File: src/rtl/axi_id_killer_pkg.sv
// Shared types and constants for the AXI ID killer blocks.
package axi_id_killer_pkg;

    localparam int AXI_LEN_W = 8;

    typedef enum logic [1:0] {
        RESP_OKAY   = 2'b00,
        RESP_EXOKAY = 2'b01,
        RESP_SLVERR = 2'b10,
        RESP_DECERR = 2'b11
    } axiResp_e;

    typedef enum logic {
        SLOT_EMPTY = 1'b0,
        SLOT_HELD  = 1'b1
    } arSlot_e;

    function automatic int countWidth(input int maxCount);
        return $clog2(maxCount + 1);
    endfunction

endpackage

File: src/rtl/axi_id_killer_rd_sched_if.sv
// AR/R channel bundle around the read scheduler: upstream (s_*) and downstream (m_*) sides.
interface axi_id_killer_rd_sched_if #(
    parameter int ID_WIDTH   = 4,
    parameter int ADDR_WIDTH = 32,
    parameter int DATA_WIDTH = 32
);
    logic [ID_WIDTH-1:0]                      s_arid;
    logic [ADDR_WIDTH-1:0]                    s_araddr;
    logic [axi_id_killer_pkg::AXI_LEN_W-1:0]  s_arlen;
    logic                                     s_arvalid;
    logic                                     s_arready;

    logic [ADDR_WIDTH-1:0]                    m_araddr;
    logic [axi_id_killer_pkg::AXI_LEN_W-1:0]  m_arlen;
    logic                                     m_arvalid;
    logic                                     m_arready;

    logic [DATA_WIDTH-1:0]                    m_rdata;
    logic [1:0]                               m_rresp;
    logic                                     m_rlast;
    logic                                     m_rvalid;
    logic                                     m_rready;

    logic [ID_WIDTH-1:0]                      s_rid;
    logic [DATA_WIDTH-1:0]                    s_rdata;
    logic [1:0]                               s_rresp;
    logic                                     s_rlast;
    logic                                     s_rvalid;
    logic                                     s_rready;

    // The scheduler sits on the slave modport; the surrounding fabric uses master.
    modport slave (
        input  s_arid, s_araddr, s_arlen, s_arvalid,
        output s_arready,
        output m_araddr, m_arlen, m_arvalid,
        input  m_arready,
        input  m_rdata, m_rresp, m_rlast, m_rvalid,
        output m_rready,
        output s_rid, s_rdata, s_rresp, s_rlast, s_rvalid,
        input  s_rready
    );

    modport master (
        output s_arid, s_araddr, s_arlen, s_arvalid,
        input  s_arready,
        input  m_araddr, m_arlen, m_arvalid,
        output m_arready,
        output m_rdata, m_rresp, m_rlast, m_rvalid,
        input  m_rready,
        input  s_rid, s_rdata, s_rresp, s_rlast, s_rvalid,
        output s_rready
    );

endinterface

File: src/rtl/axi_id_killer_fifo.sv
// In-order ID FIFO with synchronous reset; head is presented combinationally on rdata.
module axi_id_killer_fifo #(
    parameter int WIDTH = 4,
    parameter int DEPTH = 8
) (
    input  logic             clk,
    input  logic             rst,
    input  logic             winc,
    input  logic [WIDTH-1:0] wdata,
    output logic             wfull,
    input  logic             rinc,
    output logic [WIDTH-1:0] rdata,
    output logic             rempty
);

    localparam int PTR_W = (DEPTH > 1) ? $clog2(DEPTH) : 1;
    localparam int CNT_W = $clog2(DEPTH + 1);
    localparam logic [PTR_W-1:0] LAST_IDX = PTR_W'(DEPTH - 1);
    localparam logic [CNT_W-1:0] FULL_CNT = CNT_W'(DEPTH);

    logic [WIDTH-1:0] mem_q [DEPTH];
    logic [PTR_W-1:0] wrPtr_q, wrPtr_d;
    logic [PTR_W-1:0] rdPtr_q, rdPtr_d;
    logic [CNT_W-1:0] count_q, count_d;
    logic             doPush, doPop;

    assign wfull  = (count_q == FULL_CNT);
    assign rempty = (count_q == '0);
    assign doPush = winc && !wfull;
    assign doPop  = rinc && !rempty;
    assign rdata  = mem_q[rdPtr_q];

    always_comb begin
        wrPtr_d = wrPtr_q;
        rdPtr_d = rdPtr_q;
        count_d = count_q;
        if (rst) begin
            wrPtr_d = '0;
            rdPtr_d = '0;
            count_d = '0;
        end else begin
            if (doPush) begin
                wrPtr_d = (wrPtr_q == LAST_IDX) ? '0 : wrPtr_q + 1'b1;
            end
            if (doPop) begin
                rdPtr_d = (rdPtr_q == LAST_IDX) ? '0 : rdPtr_q + 1'b1;
            end
            count_d = count_q + CNT_W'(doPush) - CNT_W'(doPop);
        end
    end

    always_ff @(posedge clk) begin
        wrPtr_q <= wrPtr_d;
        rdPtr_q <= rdPtr_d;
        count_q <= count_d;
    end

    always_ff @(posedge clk) begin
        if (doPush) begin
            mem_q[wrPtr_q] <= wdata;
        end
    end

endmodule

File: src/rtl/axi_id_killer_rd_sched.sv
// Read-side ID killer: issues ARs downstream without ID and re-tags in-order R beats
// from an ID FIFO, with an outstanding limit and a drain/idle handshake.
module axi_id_killer_rd_sched
    import axi_id_killer_pkg::*;
#(
    parameter int ID_WIDTH        = 4,
    parameter int ADDR_WIDTH      = 32,
    parameter int DATA_WIDTH      = 32,
    parameter int MAX_OUTSTANDING = 8
) (
    input  logic                                   clk,
    input  logic                                   rst,
    axi_id_killer_rd_sched_if.slave                bus,
    input  logic                                   drain,
    output logic                                   idle,
    output logic [$clog2(MAX_OUTSTANDING+1)-1:0]   outstanding,
    output logic                                   proto_err
);

    localparam int CNT_W = countWidth(MAX_OUTSTANDING);
    localparam logic [CNT_W-1:0] MAX_CNT = CNT_W'(MAX_OUTSTANDING);

    arSlot_e                slotState_q, slotState_d;
    logic [ADDR_WIDTH-1:0]  arAddr_q, arAddr_d;
    logic [AXI_LEN_W-1:0]   arLen_q, arLen_d;
    logic [CNT_W-1:0]       outstanding_q, outstanding_d;
    logic                   protoErr_q, protoErr_d;

    logic                   fifoFull, fifoEmpty;
    logic [ID_WIDTH-1:0]    fifoHead;
    logic                   arReady, arAccept, rReady, rLastPop;
    logic [DATA_WIDTH-1:0]  rData;
    axiResp_e               rResp;

    // Ready is forced low while reset is asserted so the FIFO, which only clears
    // on an edge, can never be pushed from stale state.
    assign arReady  = !rst && (slotState_q == SLOT_EMPTY) && !drain && !fifoFull
                      && (outstanding_q < MAX_CNT);
    assign arAccept = bus.s_arvalid && arReady;
    assign rReady   = bus.s_rready && !fifoEmpty;
    assign rLastPop = bus.m_rvalid && rReady && bus.m_rlast;

    axi_id_killer_fifo #(
        .WIDTH (ID_WIDTH),
        .DEPTH (MAX_OUTSTANDING)
    ) u_idFifo (
        .clk    (clk),
        .rst    (rst),
        .winc   (arAccept),
        .wdata  (bus.s_arid),
        .wfull  (fifoFull),
        .rinc   (rLastPop),
        .rdata  (fifoHead),
        .rempty (fifoEmpty)
    );

    always_comb begin
        slotState_d   = slotState_q;
        arAddr_d      = arAddr_q;
        arLen_d       = arLen_q;
        outstanding_d = outstanding_q;
        protoErr_d    = protoErr_q;

        case (slotState_q)
            SLOT_EMPTY: begin
                if (arAccept) begin
                    arAddr_d    = bus.s_araddr;
                    arLen_d     = bus.s_arlen;
                    slotState_d = SLOT_HELD;
                end
            end
            SLOT_HELD: begin
                if (bus.m_arready) begin
                    slotState_d = SLOT_EMPTY;
                end
            end
            default: slotState_d = SLOT_EMPTY;
        endcase

        case ({arAccept, rLastPop})
            2'b10:   outstanding_d = outstanding_q + 1'b1;
            2'b01:   outstanding_d = outstanding_q - 1'b1;
            default: outstanding_d = outstanding_q;
        endcase

        if (bus.m_rvalid && fifoEmpty) begin
            protoErr_d = 1'b1;
        end
    end

    always_ff @(posedge clk or posedge rst) begin
        if (rst) begin
            slotState_q   <= SLOT_EMPTY;
            arAddr_q      <= '0;
            arLen_q       <= '0;
            outstanding_q <= '0;
            protoErr_q    <= 1'b0;
        end else begin
            slotState_q   <= slotState_d;
            arAddr_q      <= arAddr_d;
            arLen_q       <= arLen_d;
            outstanding_q <= outstanding_d;
            protoErr_q    <= protoErr_d;
        end
    end

    assign bus.s_arready = arReady;
    assign bus.m_arvalid = (slotState_q == SLOT_HELD);
    assign bus.m_araddr  = arAddr_q;
    assign bus.m_arlen   = arLen_q;

    assign rData         = bus.m_rdata;
    assign rResp         = axiResp_e'(bus.m_rresp);
    assign bus.m_rready  = rReady;
    assign bus.s_rvalid  = bus.m_rvalid && !fifoEmpty;
    assign bus.s_rid     = fifoHead;
    assign bus.s_rdata   = rData;
    assign bus.s_rresp   = rResp;
    assign bus.s_rlast   = bus.m_rlast;

    assign idle          = (slotState_q == SLOT_EMPTY) && (outstanding_q == '0);
    assign outstanding   = outstanding_q;
    assign proto_err     = protoErr_q;

endmodule

File: src/flat_wrapper.sv
// flat-port wrapper written by rule: the top's interface ports become plain ports
module axi_id_killer_rd_sched_flat import axi_id_killer_pkg::*;
#(
    parameter int ID_WIDTH        = 4,
    parameter int ADDR_WIDTH      = 32,
    parameter int DATA_WIDTH      = 32,
    parameter int MAX_OUTSTANDING = 8
)
  (clk, rst, drain, idle, outstanding, proto_err, bus_s_arid, bus_s_araddr, bus_s_arlen, bus_s_arvalid, bus_s_arready, bus_m_araddr, bus_m_arlen, bus_m_arvalid, bus_m_arready, bus_m_rdata, bus_m_rresp, bus_m_rlast, bus_m_rvalid, bus_m_rready, bus_s_rid, bus_s_rdata, bus_s_rresp, bus_s_rlast, bus_s_rvalid, bus_s_rready);
  axi_id_killer_rd_sched_if #(.ID_WIDTH(ID_WIDTH), .ADDR_WIDTH(ADDR_WIDTH), .DATA_WIDTH(DATA_WIDTH)) bus_i ();
  input  logic clk;
  input  logic rst;
  input  logic drain;
  output logic idle;
  output logic [$clog2(MAX_OUTSTANDING+1)-1:0] outstanding;
  output logic proto_err;
  input wire logic [$bits(bus_i.s_arid)-1:0] bus_s_arid;
  input wire logic [$bits(bus_i.s_araddr)-1:0] bus_s_araddr;
  input wire logic [$bits(bus_i.s_arlen)-1:0] bus_s_arlen;
  input wire logic [$bits(bus_i.s_arvalid)-1:0] bus_s_arvalid;
  output wire logic [$bits(bus_i.s_arready)-1:0] bus_s_arready;
  output wire logic [$bits(bus_i.m_araddr)-1:0] bus_m_araddr;
  output wire logic [$bits(bus_i.m_arlen)-1:0] bus_m_arlen;
  output wire logic [$bits(bus_i.m_arvalid)-1:0] bus_m_arvalid;
  input wire logic [$bits(bus_i.m_arready)-1:0] bus_m_arready;
  input wire logic [$bits(bus_i.m_rdata)-1:0] bus_m_rdata;
  input wire logic [$bits(bus_i.m_rresp)-1:0] bus_m_rresp;
  input wire logic [$bits(bus_i.m_rlast)-1:0] bus_m_rlast;
  input wire logic [$bits(bus_i.m_rvalid)-1:0] bus_m_rvalid;
  output wire logic [$bits(bus_i.m_rready)-1:0] bus_m_rready;
  output wire logic [$bits(bus_i.s_rid)-1:0] bus_s_rid;
  output wire logic [$bits(bus_i.s_rdata)-1:0] bus_s_rdata;
  output wire logic [$bits(bus_i.s_rresp)-1:0] bus_s_rresp;
  output wire logic [$bits(bus_i.s_rlast)-1:0] bus_s_rlast;
  output wire logic [$bits(bus_i.s_rvalid)-1:0] bus_s_rvalid;
  input wire logic [$bits(bus_i.s_rready)-1:0] bus_s_rready;
  assign bus_i.s_arid = bus_s_arid;
  assign bus_i.s_araddr = bus_s_araddr;
  assign bus_i.s_arlen = bus_s_arlen;
  assign bus_i.s_arvalid = bus_s_arvalid;
  assign bus_s_arready = bus_i.s_arready;
  assign bus_m_araddr = bus_i.m_araddr;
  assign bus_m_arlen = bus_i.m_arlen;
  assign bus_m_arvalid = bus_i.m_arvalid;
  assign bus_i.m_arready = bus_m_arready;
  assign bus_i.m_rdata = bus_m_rdata;
  assign bus_i.m_rresp = bus_m_rresp;
  assign bus_i.m_rlast = bus_m_rlast;
  assign bus_i.m_rvalid = bus_m_rvalid;
  assign bus_m_rready = bus_i.m_rready;
  assign bus_s_rid = bus_i.s_rid;
  assign bus_s_rdata = bus_i.s_rdata;
  assign bus_s_rresp = bus_i.s_rresp;
  assign bus_s_rlast = bus_i.s_rlast;
  assign bus_s_rvalid = bus_i.s_rvalid;
  assign bus_i.s_rready = bus_s_rready;
  axi_id_killer_rd_sched #(.ID_WIDTH(ID_WIDTH), .ADDR_WIDTH(ADDR_WIDTH), .DATA_WIDTH(DATA_WIDTH), .MAX_OUTSTANDING(MAX_OUTSTANDING)) u_core (.clk(clk), .rst(rst), .bus(bus_i), .drain(drain), .idle(idle), .outstanding(outstanding), .proto_err(proto_err));
endmodule
File: config.mk
export PLATFORM = sky130hd
export DESIGN_NAME = axi_id_killer_rd_sched_flat
export DESIGN_NICKNAME = d
export VERILOG_FILES = /design/src/rtl/axi_id_killer_pkg.sv /design/src/rtl/axi_id_killer_rd_sched_if.sv /design/src/rtl/axi_id_killer_fifo.sv /design/src/rtl/axi_id_killer_rd_sched.sv /design/src/flat_wrapper.sv
export SDC_FILE = /design/constraint.sdc
export NUM_CORES = 1
export LEC_CHECK = 0
export CAP_MARGIN = 30
export CORE_MARGIN = 2
export CORE_UTILIZATION = 43
export CTS_BUF_LIST = sky130_fd_sc_hd__clkbuf_4 sky130_fd_sc_hd__clkbuf_8 sky130_fd_sc_hd__clkbuf_16
export CTS_CLUSTER_DIAMETER = 120
export DETAILED_ROUTE_END_ITERATION = 10
export GPL_TIMING_DRIVEN = 0
export PLACE_DENSITY = 0.84
export SETUP_SLACK_MARGIN = 0.5
export SLEW_MARGIN = 20
export SYNTH_ARGS = -nofsm -noshare
export SYNTH_HDL_FRONTEND = slang
export SYNTH_SLANG_ARGS = --single-unit
File: constraint.sdc
create_clock -name clk -period 3.58 [get_ports clk]
set_input_delay 0.895 -clock clk [delete_from_list [all_inputs] [get_ports clk]]
set_output_delay 0.895 -clock clk [all_outputs]
set_load 0.1 [all_outputs]
==> results of run 1 <==
[state kept, by name, indices dropped and copies added, names as in the netlist, named ones only]
signal                   cells
u_core.bus.m_araddr         32
u_core.bus.m_arlen           8
u_core.bus.m_arvalid         1
u_core.outstanding           4
u_core.proto_err             1
u_core.u_idFifo.count_q      4
u_core.u_idFifo.mem_q       32
u_core.u_idFifo.rdPtr_q      3
u_core.u_idFifo.wrPtr_q      3
[logic make-up (layout without fill, tap and decap cells)]
group	after synthesis	count (layout)	share of synthesized area, %
compound gates	16	16	2.296
xor+xnor	3	3	0.6183
fa+ha+maj	15	15	4.769
buf+inv	56	217	8.802
flops	91	91	55.81
mux	58	58	20.81
simple gates	46	46	6.889
[worst max-delay path by stage]
stage,startpoint,endpoint,slack (ps)
global route,bus_m_rvalid,u_core.outstanding[3]$_DFFE_PP0P_,510
finish,rst,u_core.outstanding[3]$_DFFE_PP0P_,580
global placement,rst,bus_s_arready,-520
detailed placement,rst,bus_s_arready,-590
CTS,drain,bus_s_arready,470
floorplan,u_core.outstanding[2]$_DFFE_PP0P_,idle,470
[through the flow]
step,cells,hold WS (ps),cell area (µm²)
after CTS,578,463.2,6076
after global routing,579,482.0,6091
after floorplan,285,467.5,4278
after global placement,558,445.8,5846
final,579,458.7,6091
after detailed placement,559,443.5,5866
[synth_stat cells, drive strengths merged (2+ instances only)]
library cell / number / area share, %
or4: 2 / 0.35
nand2: 3 / 0.26
mux4: 8 / 4.2
dfxtp: 13 / 6.1
ha: 13 / 3.8
xnor2: 2 / 0.41
a21o: 2 / 0.35
dfrtp: 46 / 27
nor3b: 4 / 0.71
nor2b: 8 / 1.2
nor2: 10 / 0.88
o21ai: 5 / 0.59
fa: 2 / 0.94
or4b: 2 / 0.47
edfxtp: 32 / 23
nand3: 7 / 1.1
or3b: 3 / 0.62
buf: 41 / 7.5
mux2: 49 / 16
inv: 11 / 0.97
nor3: 4 / 0.47
a21oi: 6 / 0.71
clkbuf: 4 / 0.35
[per-layer routing]
layer	global-route usage, %	wire (µm)
met5	0	0
met4	3.846	91
met3	6.116	480
met2	28.93	4965
met1	21.07	3607
[area by class of cell]
class / instances / area (µm²)
clock buffers: 10 / 131.4
inverters: 11 / 41.29
repair buffers: 145 / 1435
multi-input cells: 138 / 1540
flip-flops and latches: 91 / 2374
fillers: 756 / 3593
well taps: 133 / 166.4
plain buffers: 45 / 337.8
clock inverters: 6 / 65.06
[worst max-delay path: stages]
cell and delay [ps]:
dlygate4sd2_1 320, nor4_4 260, buf_4 170, nand3_4 90, buf_8 180, ha_4 190
ha_4 240, or4b_2 630, o311ai_0 120, o211ai_1 120
[repair_timing]
| item | CTS | global route |
|---|---|---|
| hold buffers | 0 | 0 |
| resized for setup | 40 | 4 |
| buffers inserted | 3 | 1 |
| pin swaps | 2 | 2 |
| endpoints found under the setup margin | 10 | 6 |
| gates cloned | 0 | 0 |
==> reports/qor.txt, run 1 <==
status -> complete, no violations
vias -> 2748
Max Cap Violations -> 0
Detailed Place HPWL -> 6889 µm
Post-synth ARST share -> 50.55%
R2R setup slack -> 820 ps
Initial DRC Count -> 96
register bit total from synthesis -> 91
syn_nets -> 386
post-synthesis cell type count -> 36
Tmin final -> 2997 ps
Setup WS post-layout -> 582.9 ps
Max H-tree Level -> 3
hold depth -> 1
routed wire length -> 9144 µm
initial antenna violation count -> 0
DRC -> 0
FF-to-FF path depth -> 11
Synth Instances -> 285
Ports -> 175
pre-CTS setup slack -> -587.0 ps
Antenna Nets Post-Route -> 0
routability congestion estimate -> 0.7342
post-synthesis sequential area ratio -> 55.81%
most common cell after layout, fill and taps aside -> clkdlybuf4s50_1
Most used DFF post-synth -> dfrtp_1
Initial Util -> 43.89%
CTS tree -> yes
Final nets -> 542
Slew @ Worst Pin -> 1011 ps
vias per cell -> 4.746
Num CTS Buffers -> 9
Final Max Tran Viols -> 0
yosys synthesis warning count -> 0
critical path class -> in2reg
Die W -> 103.4 µm
min-delay worst type -> reg2reg
period utilization -> 83.72%
synthesized cell area -> 0.004250 mm²
DR pass1 iterations -> 4
vias in the first global route -> 2843
Worst Path Required -> 3820 ps
die height -> 103.4 µm
Reg clk slew, reported paths -> 90 ps
Setup TNS Final -> 0 ps
Root Buffer Master -> clkbuf_8
I/O Buffers -> 140
fraction of layout instances using a drive strength above 1 -> 31.84%
CP arrival -> 3240 ps
die area -> 0.01070 mm²
largest net degree at the start of global routing -> 35
Clock Path Buffers -> 2
hold_sp -> u_core.proto_err$_DFFE_PP0P_
grt ovf -> 0
final hold violations -> 0
Antenna diodes -> 0
# rows -> 36
final setup vio count -> 0
Worst setup SP type -> input pin
worst-path maximum fanout -> 10
most frequent cells in the layout -> 129 x clkdlybuf4s50_1, 45 x dfrtp_1, 40 x buf_4
Util after Layout -> 62.89%
number of synthesized flops with an enable pin -> 32
RSZ-0062 raised after global routing -> no
clk_lat worst skew -> 360 ps
max frequency -> 333.7 MHz
CTS sink cnt -> 91
Post-Syn Area per Cell -> 14.91 µm²
Reg-to-Reg Start -> u_core.u_idFifo.count_q[2]$_SDFF_PP0_
slew margin rel. -> 32.40%
Synth-to-Final Area Change -> 43.30%
first-pass GRT wire length -> 13840 µm
CORE AREA -> 0.009684 mm²
Endpoint, Worst Hold -> u_core.proto_err$_DFFE_PP0P_
WL/cell -> 15.79 µm
CP endpoint kind -> flop
Setup Skew -> 9.664 ps
worst r2r dst -> u_core.outstanding[3]$_DFFE_PP0P_
GRT Overall Usage -> 17.08%
Power of run 1 is not shown: default switching activity piles up to over one toggle a cycle in this logic, so the estimate is an artifact.
==> run 2, diff against run 1 <==
==> constraint.sdc (replaced) <==
create_clock -name clk -period 2.9 [get_ports clk]
set_input_delay 0.725 -clock clk [delete_from_list [all_inputs] [get_ports clk]]
set_output_delay 0.725 -clock clk [all_outputs]
set_load 0.1 [all_outputs]
==> run 2 against run 1 <==
Die area did not move. Sequential share of layout area decreased by 1.9 points. Sequential cell count is the same. Via count rose by 2.4%. Hold slack gained 6.8 ps. First-iteration DRC count is 18% higher. Register-to-register slack worse by 360 ps. Final area rose by 5.6%. Utilization rose by 3.5 points. Critical path depth shrank 6.
==> reports/qor.txt, run 2 (synthesized netlist as in run 1, its figures left out) <==
grt ovf -> 0
Die W -> 103.4 µm
Slew @ Worst Pin -> 987.6 ps
initial antenna violation count -> 0
die height -> 103.4 µm
CTS tree -> yes
max frequency -> 395.4 MHz
hold_buf cts -> 0
slew margin rel. -> 34.42%
global route hottest layer -> met2
met3 GRT Util -> 5.242%
Util after Layout -> 66.41%
worst-path maximum fanout -> 8
die area -> 0.01070 mm²
Final Max Tran Viols -> 0
Final nets -> 553
routed wire length -> 9550 µm
GRT Overall Usage -> 17.58%
Tmin final -> 2529 ps
CP endpoint kind -> output pin
min-delay worst type -> reg2reg
CP arrival -> 1800 ps
fill count -> 735
Synth-to-Final Area Change -> 51.31%
Antenna Nets Post-Route -> 0
largest net degree at the start of global routing -> 26
dpl cell area -> 0.005884 mm²
routability congestion estimate -> 0.7536
Design Area, Final -> 0.006431 mm²
WL/cell -> 16.19 µm
Root Buffer Master -> clkbuf_8
Placed Cells -> 559
DRC -> 0
I/O Buffers -> 140
Max Cap Violations -> 0
Clock Path Buffers -> 2
status -> complete, no violations
Ports -> 175
DR pass1 iterations -> 4
Setup Skew -> 9.744 ps
final setup vio count -> 0
WHS -> 465.5 ps
Antenna diodes -> 0
vias -> 2813
Detailed Place HPWL -> 6827 µm
most frequent cells in the layout -> 79 x dlygate4sd2_1, 48 x buf_4, 46 x clkdlybuf4s50_1
Num CTS Buffers -> 9
Initial Util -> 43.89%
critical path class -> reg2out
Worst setup SP type -> flop
Initial DRC Count -> 113
CTS sink cnt -> 91
most common cell after layout, fill and taps aside -> dlygate4sd2_1
first-pass GRT wire length -> 14030 µm
clk_lat worst skew -> 360 ps
RSZ-0062 raised after global routing -> yes
Max H-tree Level -> 3
Reg clk slew, reported paths -> 90 ps
met1 Use GR -> 21.52%
CORE AREA -> 0.009684 mm²
fraction of layout instances using a drive strength above 1 -> 40.04%
period utilization -> 87.20%
Finished Layout Cells -> 590
met2 Track Usage GR -> 30.32%
vias per cell -> 4.768
# rows -> 36
Worst Path Required -> 2170 ps
final hold violations -> 0
vias in the first global route -> 2772
## run 2: cell count changes in the layout (fill, tap and decap cells not counted), sizes merged
cell           change
clkdlybuf4s50     -83
dlymetal6s2s       -1
clkinvlp           +1
inv                -1
bufinv             +2
buf               +17
dlygate4sd2       +78
clkinv             -2
## run 2: final timing paths
check                                                 startpoint                                  end  slack, ps  cells past startpoint
setup / recovery                                            flop                         bus_s_rid[2]        370                      4
hold / removal                      u_core.proto_err$_DFFE_PP0P_         u_core.proto_err$_DFFE_PP0P_        470                      1
setup reg to reg           u_core.u_idFifo.count_q[2]$_SDFF_PP0_    u_core.outstanding[3]$_DFFE_PP0P_        460                     11
hold reg to reg                     u_core.proto_err$_DFFE_PP0P_         u_core.proto_err$_DFFE_PP0P_        470                      1
max in group asynchronous                                    rst       u_core.bus.m_arvalid$_DFF_PP0_       1540                      4
min in group asynchronous                                    rst  u_core.bus.m_araddr[28]$_DFFE_PP0P_        850                      3
## run 2: routing by layer
layer | routed length, µm | vias to the layer above | share of wire, %
met5 | 0 | - | 0
met4 | 117 | 0 | 1.2
met3 | 558 | 13 | 5.8
met2 | 5142 | 102 | 54
met1 | 3731 | 1386 | 39
li1 | - | 1312 | -
## run 2: layout make-up
type / count / area [µm²] / share of cell area [%]
sequential: 91 / 2381 / 37.02
multi-input combinational: 138 / 1709 / 26.58
timing repair buffer: 156 / 1513 / 23.52
buffer: 45 / 381.6 / 5.934
tap: 133 / 166.4 / 2.588
clock buffer: 10 / 131.4 / 2.043
clock inverter: 6 / 105.1 / 1.634
inverter: 11 / 43.79 / 0.6809
## run 2: metrics by stage
step                setup WS (ps)  setup TNS (ps)
floorplan                   2.168               0
global placement           -845.1          -18850
detailed placement         -855.1           -3933
CTS                         338.7               0
global route                306.0               0
finish                      371.1               0
## run 2: critical path: stages, from the launching register on
cell and delay, ps:
dfxtp_2 350, buf_12 140, mux4_2 500, mux2_4 300
buf_12 170
## run 2: timing repair
item	CTS	global route
endpoints found under the hold margin	0	0
gates resized for setup	203	29
pin swaps	8	7
buffers inserted	11	3
gates cloned	0	1
endpoints found under the setup margin	112	13
Power of run 2 is left out for the same reason.
==> run 3, diff against run 2 <==
--- a/config.mk
+++ b/config.mk
@@ -5,7 +5,7 @@
 export SDC_FILE = /design/constraint.sdc
 export NUM_CORES = 1
 export LEC_CHECK = 0
-export CAP_MARGIN = 30
+export CAP_MARGIN = 10
 export CORE_MARGIN = 2
 export CORE_UTILIZATION = 43
 export CTS_BUF_LIST = sky130_fd_sc_hd__clkbuf_4 sky130_fd_sc_hd__clkbuf_8 sky130_fd_sc_hd__clkbuf_16
==> constraint.sdc (replaced) <==
create_clock -name clk -period 2.9 [get_ports clk]
set_input_delay 0.725 -clock clk [delete_from_list [all_inputs] [get_ports clk]]
set_output_delay 0.725 -clock clk [all_outputs]
set_load 0.01 [all_outputs]
==> run 3 against run 2 <==
Final area shrank 0.45%. Setup slack lost 18 ps. Register-to-register slack gained 20 ps. Sequential cell count is the same. Wire length shrank 1.3%. Sequential share of layout area grew 0.11 points. Maximum frequency shrank 0.71%. Clock skew shrank 2.1 ps. Hold slack gained 6.2 ps.
==> reports/qor.txt, run 3 (synthesized netlist as in run 1, its figures left out) <==
period utilization -> 87.83%
worst r2r dst -> u_core.outstanding[3]$_DFFE_PP0P_
max frequency -> 392.6 MHz
CTS sink cnt -> 91
Final Total Pwr -> 4.989 mW
R2R setup slack -> 480 ps
Max Cap Violations -> 0
slew margin rel. -> 56.60%
Endpoint, Worst Hold -> u_core.proto_err$_DFFE_PP0P_
area of the multi-input gates -> 0.001672 mm²
most frequent cells in the layout -> 126 x clkdlybuf4s50_1, 52 x buf_4, 44 x dfrtp_1
I/O Buffers -> 140
fraction of layout instances using a drive strength above 1 -> 37.88%
fill count -> 699
Detailed Place HPWL -> 6797 µm
Ports -> 175
first-pass GRT wire length -> 13640 µm
Initial Util -> 43.89%
Antenna diodes -> 0
routability congestion estimate -> 0.7351
Slew @ Worst Pin -> 646.1 ps
Placed Cells -> 559
CORE AREA -> 0.009684 mm²
Antenna Nets Post-Route -> 0
LEAKAGE -> 2.691 nW
vias per cell -> 4.731
Final Max Tran Viols -> 0
final hold violations -> 0
vias -> 2815
Clock Path Buffers -> 2
DR pass1 iterations -> 4
CTS tree -> yes
Initial DRC Count -> 70
Finished Layout Cells -> 595
Reg-to-Reg Start -> u_core.u_idFifo.count_q[2]$_SDFF_PP0_
Final nets -> 558
Pwr Density -> 779.2 mW/mm²
final setup vio count -> 0
Top cell by count, worst path -> buf_6
grt ovf -> 0
critical path class -> reg2out
hold depth -> 1
Worst setup SP type -> flop
die area -> 0.01070 mm²
Setup Skew -> 7.674 ps
slowest cell delay on critical path -> 480 ps
clk_lat worst skew -> 350 ps
WL/cell -> 15.84 µm
CP arrival -> 1820 ps
min-delay worst type -> reg2reg
worst-path cell chain -> buf_8 -> buf_6 -> mux4_2 -> mux2_4 -> buf_6
initial antenna violation count -> 0
Synth-to-Final Area Change -> 50.63%
largest net degree at the start of global routing -> 36
FF-to-FF path depth -> 11
Tmin final -> 2547 ps
Reg clk slew, reported paths -> 90 ps
status -> complete, no violations
worst-path maximum fanout -> 8
routed wire length -> 9426 µm
GRT Overall Usage -> 16.73%
hold_sp -> u_core.proto_err$_DFFE_PP0P_
Root Buffer Master -> clkbuf_8
CP endpoint kind -> output pin
DRC -> 0
most common cell after layout, fill and taps aside -> clkdlybuf4s50_1
Max H-tree Level -> 3
Num CTS Buffers -> 9
# rows -> 36
vias in the first global route -> 2844
worst vdd ir -> 558.9 µV
CP max-delay cell -> mux4_2
Worst Path Required -> 2170 ps
RSZ-0062 raised after global routing -> yes
Die W -> 103.4 µm
die height -> 103.4 µm
FF+latch area -> 0.002377 mm²
-- run 3: how the worst max path moves through the flow --
stage,startpoint,endpoint,slack [ps],cells past startpoint
6_report,flop,bus_s_rid[2],350,5
5_1_grt,flop,bus_s_rid[2],280,5
4_1_cts,u_core.u_idFifo.count_q[2]$_SDFF_PP0_,bus_s_arready,290,6
3_5_place_dp,rst,u_core.outstanding[3]$_DFFE_PP0P_,-580,9
3_3_place_gp,rst,u_core.outstanding[3]$_DFFE_PP0P_,-520,9
2_1_floorplan,drain,u_core.outstanding[3]$_DFFE_PP0P_,170,8
-- run 3: power breakdown --
part	total (mW)	switching [mW]	internal, mW	leakage, nW
sequential	1.91	0.239	1.67	0.941
clock	0.864	0.452	0.412	0.0973
combinational	2.21	0.780	1.43	1.65
total	4.99	1.47	3.52	2.69
-- run 3: stage by stage --
stage | cell area, µm² | hold WS, ps | setup WS (ps) | utilization, % | setup TNS (ps)
4_1_cts | 6208 | 470.9 | 293.9 | 64.11 | 0
3_5_place_dp | 5873 | 456.1 | -575.3 | 60.65 | -1723
5_1_grt | 6402 | 485.3 | 275.2 | 66.11 | 0
2_1_floorplan | 4285 | 467.5 | 171.9 | - | 0
6_report | 6402 | 471.7 | 353.0 | 66.11 | 0
3_3_place_gp | 5853 | 445.1 | -516.7 | 60.44 | -12330
-- run 3: area by class of cell --
class | count | share of cell area (%)
flip-flops and latches | 91 | 37.13
multi-input cells | 138 | 26.11
repair buffers | 161 | 24.60
plain buffers | 45 | 5.843
well taps | 133 | 2.599
clock buffers | 10 | 2.052
clock inverters | 6 | 1.016
inverters | 11 | 0.6449
-- run 3: timing repair --
action | in CTS | in global routing
hold buffers | 0 | 0
gates resized for setup | 57 | 41
pin swaps | 4 | 9
endpoints found under the setup margin | 32 | 13
cloned | 0 | 0
buffers inserted | 9 | 11
-- run 3: routing by layer --
metal / vias up / routed length (µm) / GRT usage, %
li1: 1328 / - / -
met1: 1394 / 3640 / 19.59
met2: 86 / 5312 / 31.02
met3: 7 / 400 / 4.435
met4: 0 / 72 / 3.036
met5: - / 0 / 0
-- run 3: critical path: cells and delay by family (launching register included) --
kind                   cells  cell delay, ps
multiplexers               2             760
buffers and inverters      3             360
flip-flops                 1             340
No activity file was read; power rests on OpenSTA's default activity.
